==> src/rtl/image_reject_fir_pkg.sv <==
// fir_pkg: coefficient table plus rounding and saturation constants
// shared by the anti-imaging FIR and the downstream decimator.
package fir_pkg;

  localparam int NUM_TAPS_DEFAULT = 15;

  typedef logic signed [15:0] coeff_t;

  // Every polyphase branch (k mod 3) sums to 32768, so x,0,0 passes at unity.
  localparam coeff_t COEFFS [0:NUM_TAPS_DEFAULT-1] = '{
    16'sd268,
    16'sd0,
    -16'sd3000,
    -16'sd4500,
    16'sd1,
    16'sd13000,
    16'sd27000,
    16'sd32766,
    16'sd27000,
    16'sd13000,
    16'sd1,
    -16'sd4500,
    -16'sd3000,
    16'sd0,
    16'sd268
  };

  localparam int ROUND_SHIFT = 15;
  localparam int ROUND_CONST = 1 << (ROUND_SHIFT - 1);
  localparam int SAT_MAX     = 32767;
  localparam int SAT_MIN     = -32768;

  function automatic coeff_t coeff_at(input int k);
    return (k < NUM_TAPS_DEFAULT) ? COEFFS[k] : '0;
  endfunction

endpackage

==> src/rtl/image_reject_fir_if.sv <==
// image_reject_fir_if: sample stream into and out of the FIR.
// fir_ovf is present only when FIR_OVF_FLAG_EN is defined.
interface image_reject_fir_if #(
  parameter int DATA_WIDTH = 16
);

  logic signed [DATA_WIDTH-1:0] fir_in;
  logic                         fir_in_valid;
  logic signed [DATA_WIDTH-1:0] fir_out;
  logic                         fir_out_valid;

`ifdef FIR_OVF_FLAG_EN
  logic                         fir_ovf;

  modport master (
    output fir_in,
    output fir_in_valid,
    input  fir_out,
    input  fir_out_valid,
    input  fir_ovf
  );

  modport slave (
    input  fir_in,
    input  fir_in_valid,
    output fir_out,
    output fir_out_valid,
    output fir_ovf
  );
`else
  modport master (
    output fir_in,
    output fir_in_valid,
    input  fir_out,
    input  fir_out_valid
  );

  modport slave (
    input  fir_in,
    input  fir_in_valid,
    output fir_out,
    output fir_out_valid
  );
`endif

endinterface

==> src/rtl/image_reject_fir_sat_round.sv <==
// sat_round: half-up rounding of a Q-scaled accumulator to DATA_WIDTH
// with saturation; combinational, ovf flags a clipped result.
module sat_round
  import fir_pkg::*;
#(
  parameter int ACC_WIDTH  = 36,
  parameter int DATA_WIDTH = 16
) (
  input  logic signed [ACC_WIDTH-1:0]  acc,
  output logic signed [DATA_WIDTH-1:0] dout,
  output logic                         ovf
);

  localparam int SW = ACC_WIDTH - ROUND_SHIFT;

  logic signed [ACC_WIDTH-1:0] rnd;
  logic signed [SW-1:0]        shr;
  logic                        hi;
  logic                        lo;

  always_comb begin
    rnd = acc + ACC_WIDTH'(ROUND_CONST);
    shr = SW'(rnd >>> ROUND_SHIFT);
    hi  = shr > SW'(SAT_MAX);
    lo  = shr < SW'(SAT_MIN);
    ovf = hi | lo;
    unique case (1'b1)
      hi:      dout = DATA_WIDTH'(SAT_MAX);
      lo:      dout = DATA_WIDTH'(SAT_MIN);
      default: dout = shr[DATA_WIDTH-1:0];
    endcase
  end

endmodule

==> src/rtl/image_reject_fir.sv <==
// image_reject_fir: direct-form anti-imaging FIR after the L=3 zero-stuffer,
// 2-stage pipeline. FIR_OVF_FLAG_EN adds the sticky fir_ovf flag.
module image_reject_fir
  import fir_pkg::*;
#(
  parameter int DATA_WIDTH  = 16,
  parameter int COEFF_WIDTH = 16,
  parameter int NUM_TAPS    = NUM_TAPS_DEFAULT
) (
  input logic               clk,
  input logic               rst_n,
  input logic               clk_enable,
  image_reject_fir_if.slave bus
);

  localparam int ACC_WIDTH  = DATA_WIDTH + COEFF_WIDTH + $clog2(NUM_TAPS);
  localparam int PROD_WIDTH = DATA_WIDTH + COEFF_WIDTH;

  logic signed [DATA_WIDTH-1:0] x_q [NUM_TAPS];
  logic signed [DATA_WIDTH-1:0] x_d [NUM_TAPS];
  logic signed [PROD_WIDTH-1:0] p_q [NUM_TAPS];
  logic signed [PROD_WIDTH-1:0] p_d [NUM_TAPS];
  logic                         v1_q;
  logic                         v1_d;
  logic signed [DATA_WIDTH-1:0] out_q;
  logic signed [DATA_WIDTH-1:0] out_d;
  logic                         out_v_q;
  logic                         out_v_d;

  logic signed [ACC_WIDTH-1:0]  acc;
  logic signed [DATA_WIDTH-1:0] sat_out;

  // Products are taken from the post-shift line, so the new sample
  // reaches stage 1 on the cycle it is accepted.
  always_comb begin
    x_d     = x_q;
    p_d     = p_q;
    v1_d    = v1_q;
    out_d   = out_q;
    out_v_d = out_v_q;
    if (clk_enable) begin
      if (bus.fir_in_valid) begin
        x_d[0] = bus.fir_in;
        for (int k = 1; k < NUM_TAPS; k++) begin
          x_d[k] = x_q[k-1];
        end
      end
      for (int k = 0; k < NUM_TAPS; k++) begin
        p_d[k] = PROD_WIDTH'(x_d[k])
               * PROD_WIDTH'(COEFF_WIDTH'(coeff_at(k)));
      end
      v1_d    = bus.fir_in_valid;
      out_v_d = v1_q;
      if (v1_q) begin
        out_d = sat_out;
      end
    end
  end

  always_comb begin
    acc = '0;
    for (int k = 0; k < NUM_TAPS; k++) begin
      acc = acc + ACC_WIDTH'(p_q[k]);
    end
  end

`ifdef FIR_OVF_FLAG_EN
  logic sat_ovf;
  logic ovf_q;
  logic ovf_d;

  sat_round #(
    .ACC_WIDTH  (ACC_WIDTH),
    .DATA_WIDTH (DATA_WIDTH)
  ) u_sat (
    .acc  (acc),
    .dout (sat_out),
    .ovf  (sat_ovf)
  );

  always_comb begin
    ovf_d = ovf_q;
    if (clk_enable && v1_q && sat_ovf) begin
      ovf_d = 1'b1;
    end
  end

  always_ff @(posedge clk or negedge rst_n) begin
    if (!rst_n) begin
      ovf_q <= 1'b0;
    end else begin
      ovf_q <= ovf_d;
    end
  end

  assign bus.fir_ovf = ovf_q;
`else
  logic sat_ovf_unused;

  sat_round #(
    .ACC_WIDTH  (ACC_WIDTH),
    .DATA_WIDTH (DATA_WIDTH)
  ) u_sat (
    .acc  (acc),
    .dout (sat_out),
    .ovf  (sat_ovf_unused)
  );
`endif

  always_ff @(posedge clk or negedge rst_n) begin
    if (!rst_n) begin
      for (int k = 0; k < NUM_TAPS; k++) begin
        x_q[k] <= '0;
        p_q[k] <= '0;
      end
      v1_q    <= 1'b0;
      out_q   <= '0;
      out_v_q <= 1'b0;
    end else begin
      x_q     <= x_d;
      p_q     <= p_d;
      v1_q    <= v1_d;
      out_q   <= out_d;
      out_v_q <= out_v_d;
    end
  end

  assign bus.fir_out       = out_q;
  assign bus.fir_out_valid = out_v_q;

endmodule
==> src/flat_wrapper.sv <==
// flat-port wrapper written by rule: the top's interface ports become plain ports
module image_reject_fir_flat import fir_pkg::*;
#(
  parameter int DATA_WIDTH  = 16,
  parameter int COEFF_WIDTH = 16,
  parameter int NUM_TAPS    = NUM_TAPS_DEFAULT
)
  (clk, rst_n, clk_enable, bus_fir_in, bus_fir_in_valid, bus_fir_out, bus_fir_out_valid);
  image_reject_fir_if #(.DATA_WIDTH(DATA_WIDTH)) bus_i ();
  input logic clk;
  input logic rst_n;
  input logic clk_enable;
  input wire logic [$bits(bus_i.fir_in)-1:0] bus_fir_in;
  input wire logic [$bits(bus_i.fir_in_valid)-1:0] bus_fir_in_valid;
  output wire logic [$bits(bus_i.fir_out)-1:0] bus_fir_out;
  output wire logic [$bits(bus_i.fir_out_valid)-1:0] bus_fir_out_valid;
  assign bus_i.fir_in = bus_fir_in;
  assign bus_i.fir_in_valid = bus_fir_in_valid;
  assign bus_fir_out = bus_i.fir_out;
  assign bus_fir_out_valid = bus_i.fir_out_valid;
  image_reject_fir #(.DATA_WIDTH(DATA_WIDTH), .COEFF_WIDTH(COEFF_WIDTH), .NUM_TAPS(NUM_TAPS)) u_core (.clk(clk), .rst_n(rst_n), .clk_enable(clk_enable), .bus(bus_i));
endmodule
==> config.mk <==
export PLATFORM = sky130hd
export DESIGN_NAME = image_reject_fir_flat
export DESIGN_NICKNAME = d
export VERILOG_FILES = /design/src/rtl/image_reject_fir_pkg.sv /design/src/rtl/image_reject_fir_if.sv /design/src/rtl/image_reject_fir_sat_round.sv /design/src/rtl/image_reject_fir.sv /design/src/flat_wrapper.sv
export SDC_FILE = /design/constraint.sdc
export NUM_CORES = 2
export LEC_CHECK = 0
export BUFFER_PORTS_ARGS = -buffer_cell sky130_fd_sc_hd__buf_2
export CORE_MARGIN = 2
export CORE_UTILIZATION = 53
export CTS_CLUSTER_DIAMETER = 30
export DETAILED_ROUTE_END_ITERATION = 16
export PLACE_DENSITY = 0.72
export REMOVE_ABC_BUFFERS = 1
export SYNTH_ARGS = -nofsm -noshare
export SYNTH_HDL_FRONTEND = slang
export SYNTH_SLANG_ARGS = --single-unit
export TNS_END_PERCENT = 5
==> constraint.sdc <==
create_clock -name clk -period 14.6 [get_ports clk]
set_clock_uncertainty 0.05 [all_clocks]
set_input_delay 1.46 -clock clk [delete_from_list [all_inputs] [get_ports clk]]
set_output_delay 1.46 -clock clk [all_outputs]
set_load 0.1 [all_outputs]
* Word-level counts from Yosys, hierarchy flattened
Index checks and enable logic that the tools add are counted.
** Storage, ports and cells
- Register bits after elaboration :: 591
- Input port bits :: 20
- Output and inout port bits :: 17
- Word-level logic and storage cells :: 63
** Cells by class
- $add $sub $neg :: 13
- Multipliers :: 11
- Magnitude comparators :: 2
- Eq/ne operators :: 1
- Mux-type cells :: 3
- Reduce and logical (&&, ||, !) cells :: 2
** Operators with widths (number)
- 240-bit two-way mux :: 2
- 16-bit by 12-bit multiplier with 28-bit output, second input constant :: 4
- 36-bit by 32-bit adder with 36-bit output :: 3
- 36-bit by 16-bit adder with 36-bit output :: 2
- 36-bit by 31-bit adder with 36-bit output :: 2
- 16-bit by 13-bit multiplier with 29-bit output, second input constant :: 2
- 16-bit by 10-bit multiplier with 26-bit output, second input constant :: 2
- 16-bit by 8-bit multiplier with 24-bit output, second input constant :: 2
- 36-bit by 16-bit adder with 36-bit output, second input constant :: 1
- 36-bit by 26-bit adder with 36-bit output :: 1
- 36-bit by 29-bit adder with 36-bit output :: 1
- 36-bit by 30-bit adder with 36-bit output :: 1
- 16-bit one-hot mux with 2 select lines :: 1
- 30-bit by 30-bit adder with 31-bit output :: 1
- 16-bit by 15-bit multiplier with 31-bit output, second input constant :: 1
- 26-bit by 29-bit adder with 30-bit output :: 1
- 21-bit by 16-bit greater-than comparator with 1-bit output, second input constant :: 1
- 21-bit by 16-bit less-than comparator with 1-bit output, second input constant :: 1
- 2-bit AND reduction :: 2
- 2-bit by 1-bit inequality test with 1-bit output, second input constant :: 1

* Depth between registers and ports, before layout
- Depth after elaboration :: 15
- Depth in mapped cells :: 32
- Depth with buffers taken out :: 31

* Hierarchy
Synthesis repeated with hierarchy kept, for this count alone.
** Second synthesis, totals
- Cells, all modules :: 6809
- Area, all modules :: 69466.6 µm²
** Modules (own cells, without submodules)
- image_reject_fir :: times used 1, cells each 6713, area each 68764.7 µm², seq. area each 13513.0 µm²
- sat_round :: times used 1, cells each 96, area each 701.9 µm², seq. area each 0.0 µm²

* Worst setup path before layout
Ideal clock, no wire load.
- Path kind :: input-to-reg
- Start :: in bus_fir_in_valid
- End :: reg u_core.p_q[253] (netlist name)
- Setup time :: 137 ps
- Arrival time :: 9344 ps
- Required time :: 14413 ps
- Path slack :: 5069 ps
- Stages :: 24
- Path buffers :: 0
- Path through :: mux2i_1 > clkinv_1 > fa_1 > inv_1 > fa_1 > fa_1 > inv_1 > fa_1 > inv_1 > fa_1 > inv_1 > fa_1 > inv_1 > ha_1 > a21oi_1 > nor2b_1 > or3_1 > nor3_1 > o311ai_1 > a22oi_1 > or3b_2 > nand2_1 > xor2_1 > a21oi_1
** On the way
- Cells in the longest elaborated chain, start to end :: 3
** RTL lines
- start: declaration :: line flat_wrapper.sv:14 : input wire logic [$bits(bus_i.fir_in_valid)-1:0] bus_fir_in_valid;
- 240-bit two-way mux :: line image_reject_fir.sv:42 : if (bus.fir_in_valid) begin
- 240-bit two-way mux :: line image_reject_fir.sv:41 : if (clk_enable) begin
- 16-bit by 15-bit multiplier with 31-bit output :: line image_reject_fir.sv:50 : * PROD_WIDTH'(COEFF_WIDTH'(coeff_at(k)));
- end signal: assignment :: line image_reject_fir.sv:121 : p_q <= p_d;
- end: declaration :: line image_reject_fir.sv:21 : logic signed [PROD_WIDTH-1:0] p_q [NUM_TAPS];
Every way passes these cells. The select of a mux whose other input is x is not followed.
A chain may end at the register's enable or synchronous reset.

==> reports/qor.txt <==
CTS resizes: 0
Final Critical Period: 10.20 ns
Die area: 132000 um^2
Cell Area, Synth: 68600 um^2
Per-cell routed wire length: 20.5 um
Final wirelength: 173000 um
CP endpoint kind: register
Slew HR: 22.9%
Xor/xnor share of the synthesized area: 4.13%
Worst path most repeated cell: fa_1
Crit path arrival time: 10.73 ns
Synth Area in Compound Gates: 7.37%
CTS H-tree lvls: 4
Initial DRC count: 3041
Multiplexer share of the synthesized area: 10.0%
EDFF count, synth: 0
Via count: 46000
Final Hold Viols: 0
Residual DRC: 0
Nets: 8484
Status: completed
Yosys cell types: 85
Post-synthesis sequential area ratio: 19.7%
Final ANT Viol Nets: 0
CTS Buf Count: 139
Fill cell count: 10600
Worst-Margin Slew: 1.13 ns
Syn Inst Count: 6478
Initial core utilization: 53.2%
Syn. warnings: 0
CP Launch Type: register
CTS tree: yes
Top cells by area, synth: fa_1 (28%), dfrtp_1 (20%), ha_1 (17%)
I/O pin cnt: 37
Clock transition at the registers of the reported paths: 0.05 ns
P&R area growth vs syn: 10.6%
Setup violations, final: 0
Most area-hungry cell type in the Yosys netlist: fa_1
CP max FO: 15
Largest net degree at the start of global routing: 104
Max Transition Viols Final: 0
Die W: 364 um
Crit Path Class: reg2reg
Ys flop type: dfrtp_1
All-Layer GR Usage: 27.4%
Layout cells sized above 1: 13.0%
WP data required: 15.13 ns
Largest family of logic cells by synthesized area: adder cells
Drt pass-1 iters: 5
Post-CTS Setup Bufs: 0
Clk_lat worst skew: 0.77 ns
Core ar.: 129000 um^2
Max Cap Violations: 0
First-pass GRT wire length: 277000 um
Top cell type's share of synthesized area: 28.2%
# hold bufs at CTS: 0
RSZ-0062 raised after global routing: no
Die H: 364 um
CP max stage cell: o41ai_1
Vias in the first global route: 48900
Vias per cell: 5.46
Row count: 132
Maximum clock frequency: 98.0 MHz
ANT cells: 0
Longest Clk Path Bufs: 3
CP peak stage delay: 0.76 ns
Ys async rst share: 100%
DP HPWL: 143000 um
Initial antenna violation count: 7
Final GP Congestion: 0.967
Register bit total from synthesis: 540
Post-synthesis adder-cell area fraction: 45.0%
Tcrit/Tclk final: 69.9%
Worst Hold Class: reg2reg
Post-Synth Simple-Gate Area: 4.59%
IO buf count: 36
Synthesized area per cell: 10.6 um^2
TNS Setup: 0 ns
GRT overflow: 0
Root buf cell: clkbuf_16
CTS Sinks: 540
## per-layer routing
layer	vias up	share of wire [%]	routed length [um]	track usage, %
met1	23500	44	75700	38.0
met2	1149	46	79700	43.1
met5	-	0.031	54	0
met4	8	3.2	5550	8.94
met3	272	7.0	12100	5.71
li1	21100	-	-	-
## layout make-up
| class | count | area (um^2) | share of cell area [%] |
|---|---|---|---|
| inverters | 1560 | 5860 | 7.72 |
| flip-flops and latches | 540 | 13500 | 17.8 |
| multi-input cells | 4270 | 48900 | 64.4 |
| repair buffers | 62 | 418 | 0.551 |
| clock inverters | 82 | 1250 | 1.64 |
| well taps | 1742 | 2180 | 2.87 |
| clock buffers | 173 | 3840 | 5.06 |
## path summary, 6_finish.rpt
kind | from | to | slack [ns] | cells past startpoint
max | u_core.x_q[192] | u_core.bus.fir_out[13] | 4.40 | 30
min | u_core.x_q[32] | u_core.x_q[32] | 0.42 | 2
max reg2reg | u_core.x_q[192] | u_core.bus.fir_out[13] | 4.40 | 30
min reg2reg | u_core.x_q[32] | u_core.x_q[32] | 0.42 | 2
max in group asynchronous | rst_n | u_core.x_q[219] | 10.68 | 4
min in group asynchronous | rst_n | u_core.p_q[117] | 0.64 | 1
## cells in the final DEF, fill, tap and decap left out, types with 10 or more instances in the layout
cell,n
nand3_1,55
inv_1,1556
clkinv_2,13
clkinvlp_4,14
bufinv_16,20
or3_1,23
a31oi_1,30
o211ai_1,15
nand2_1,191
clkbuf_8,21
clkbuf_1,12
buf_2,33
or2_2,10
o21ai_0,139
xnor2_1,251
nor2b_1,26
buf_4,25
a21o_1,91
nand4_1,10
nor3_1,68
and2_1,25
nand2b_1,20
fa_1,967
dfrtp_1,540
o21a_1,38
mux2_2,513
clkbuf_16,140
o21bai_1,26
o311ai_2,10
nor2_1,196
a21oi_1,213
ha_1,924
a211oi_1,29
mux2i_1,108
o31ai_1,35
clkinv_4,15
and3_1,21
xor2_1,73
## Yosys cell counts (all sizes together), types with 30 or more instances
cell       n
o31ai     35
a21oi    215
xnor2    251
fa       967
nand3     55
a211oi    30
dfrtp    540
nor3      68
a21o      93
o21ai    146
nor2     196
inv     1558
mux2i    109
mux2     513
o21a      38
nand2    193
ha       924
xor2      73
a31oi     30
clkbuf    88
## metrics by stage
step           cells  setup WS (ns)  hold WS, ns  util (%)  cell area [um^2]
2_1_floorplan   6370           5.08        0.400         -             68200
3_3_place_gp    8174           4.57        0.413      54.9             70800
3_5_place_dp    8174           4.49        0.420      54.9             70800
4_1_cts         8429           4.44        0.431      58.8             75900
5_1_grt         8429           3.98        0.467      58.8             75900
6_report        8429           4.40        0.424      58.8             75900
## registers in the layout (all words and copies together), names as in the netlist
name / flops
u_core.x_q: 240
u_core.v1_q: 1
u_core.p_q: 282
u_core.bus.fir_out_valid: 1
u_core.bus.fir_out: 16
## cells by family (layout without fill, tap and decap cells)
logic type | after synthesis | after routing
flip-flops | 540 | 540
AO/OA/AOI/OAI | 755 | 755
AND/OR/NAND/NOR | 676 | 676
other | 1 | 2
adder cells (fa/ha/maj) | 1891 | 1891
XOR/XNOR | 324 | 324
buffers and inverters | 1669 | 1877
multiplexers | 622 | 622
## critical path: cells and delay by family, from the launching register on
kind | cells | cell delay [ns]
AO/OA/AOI/OAI | 16 | 4.78
XOR/XNOR | 1 | 0.16
adder cells (fa/ha/maj) | 9 | 3.80
buffers and inverters | 2 | 0.10
flip-flops | 1 | 0.42
AND/OR/NAND/NOR | 2 | 0.69
Power is not shown: default switching activity piles up to over one toggle a cycle in this logic, so the estimate is an artifact.
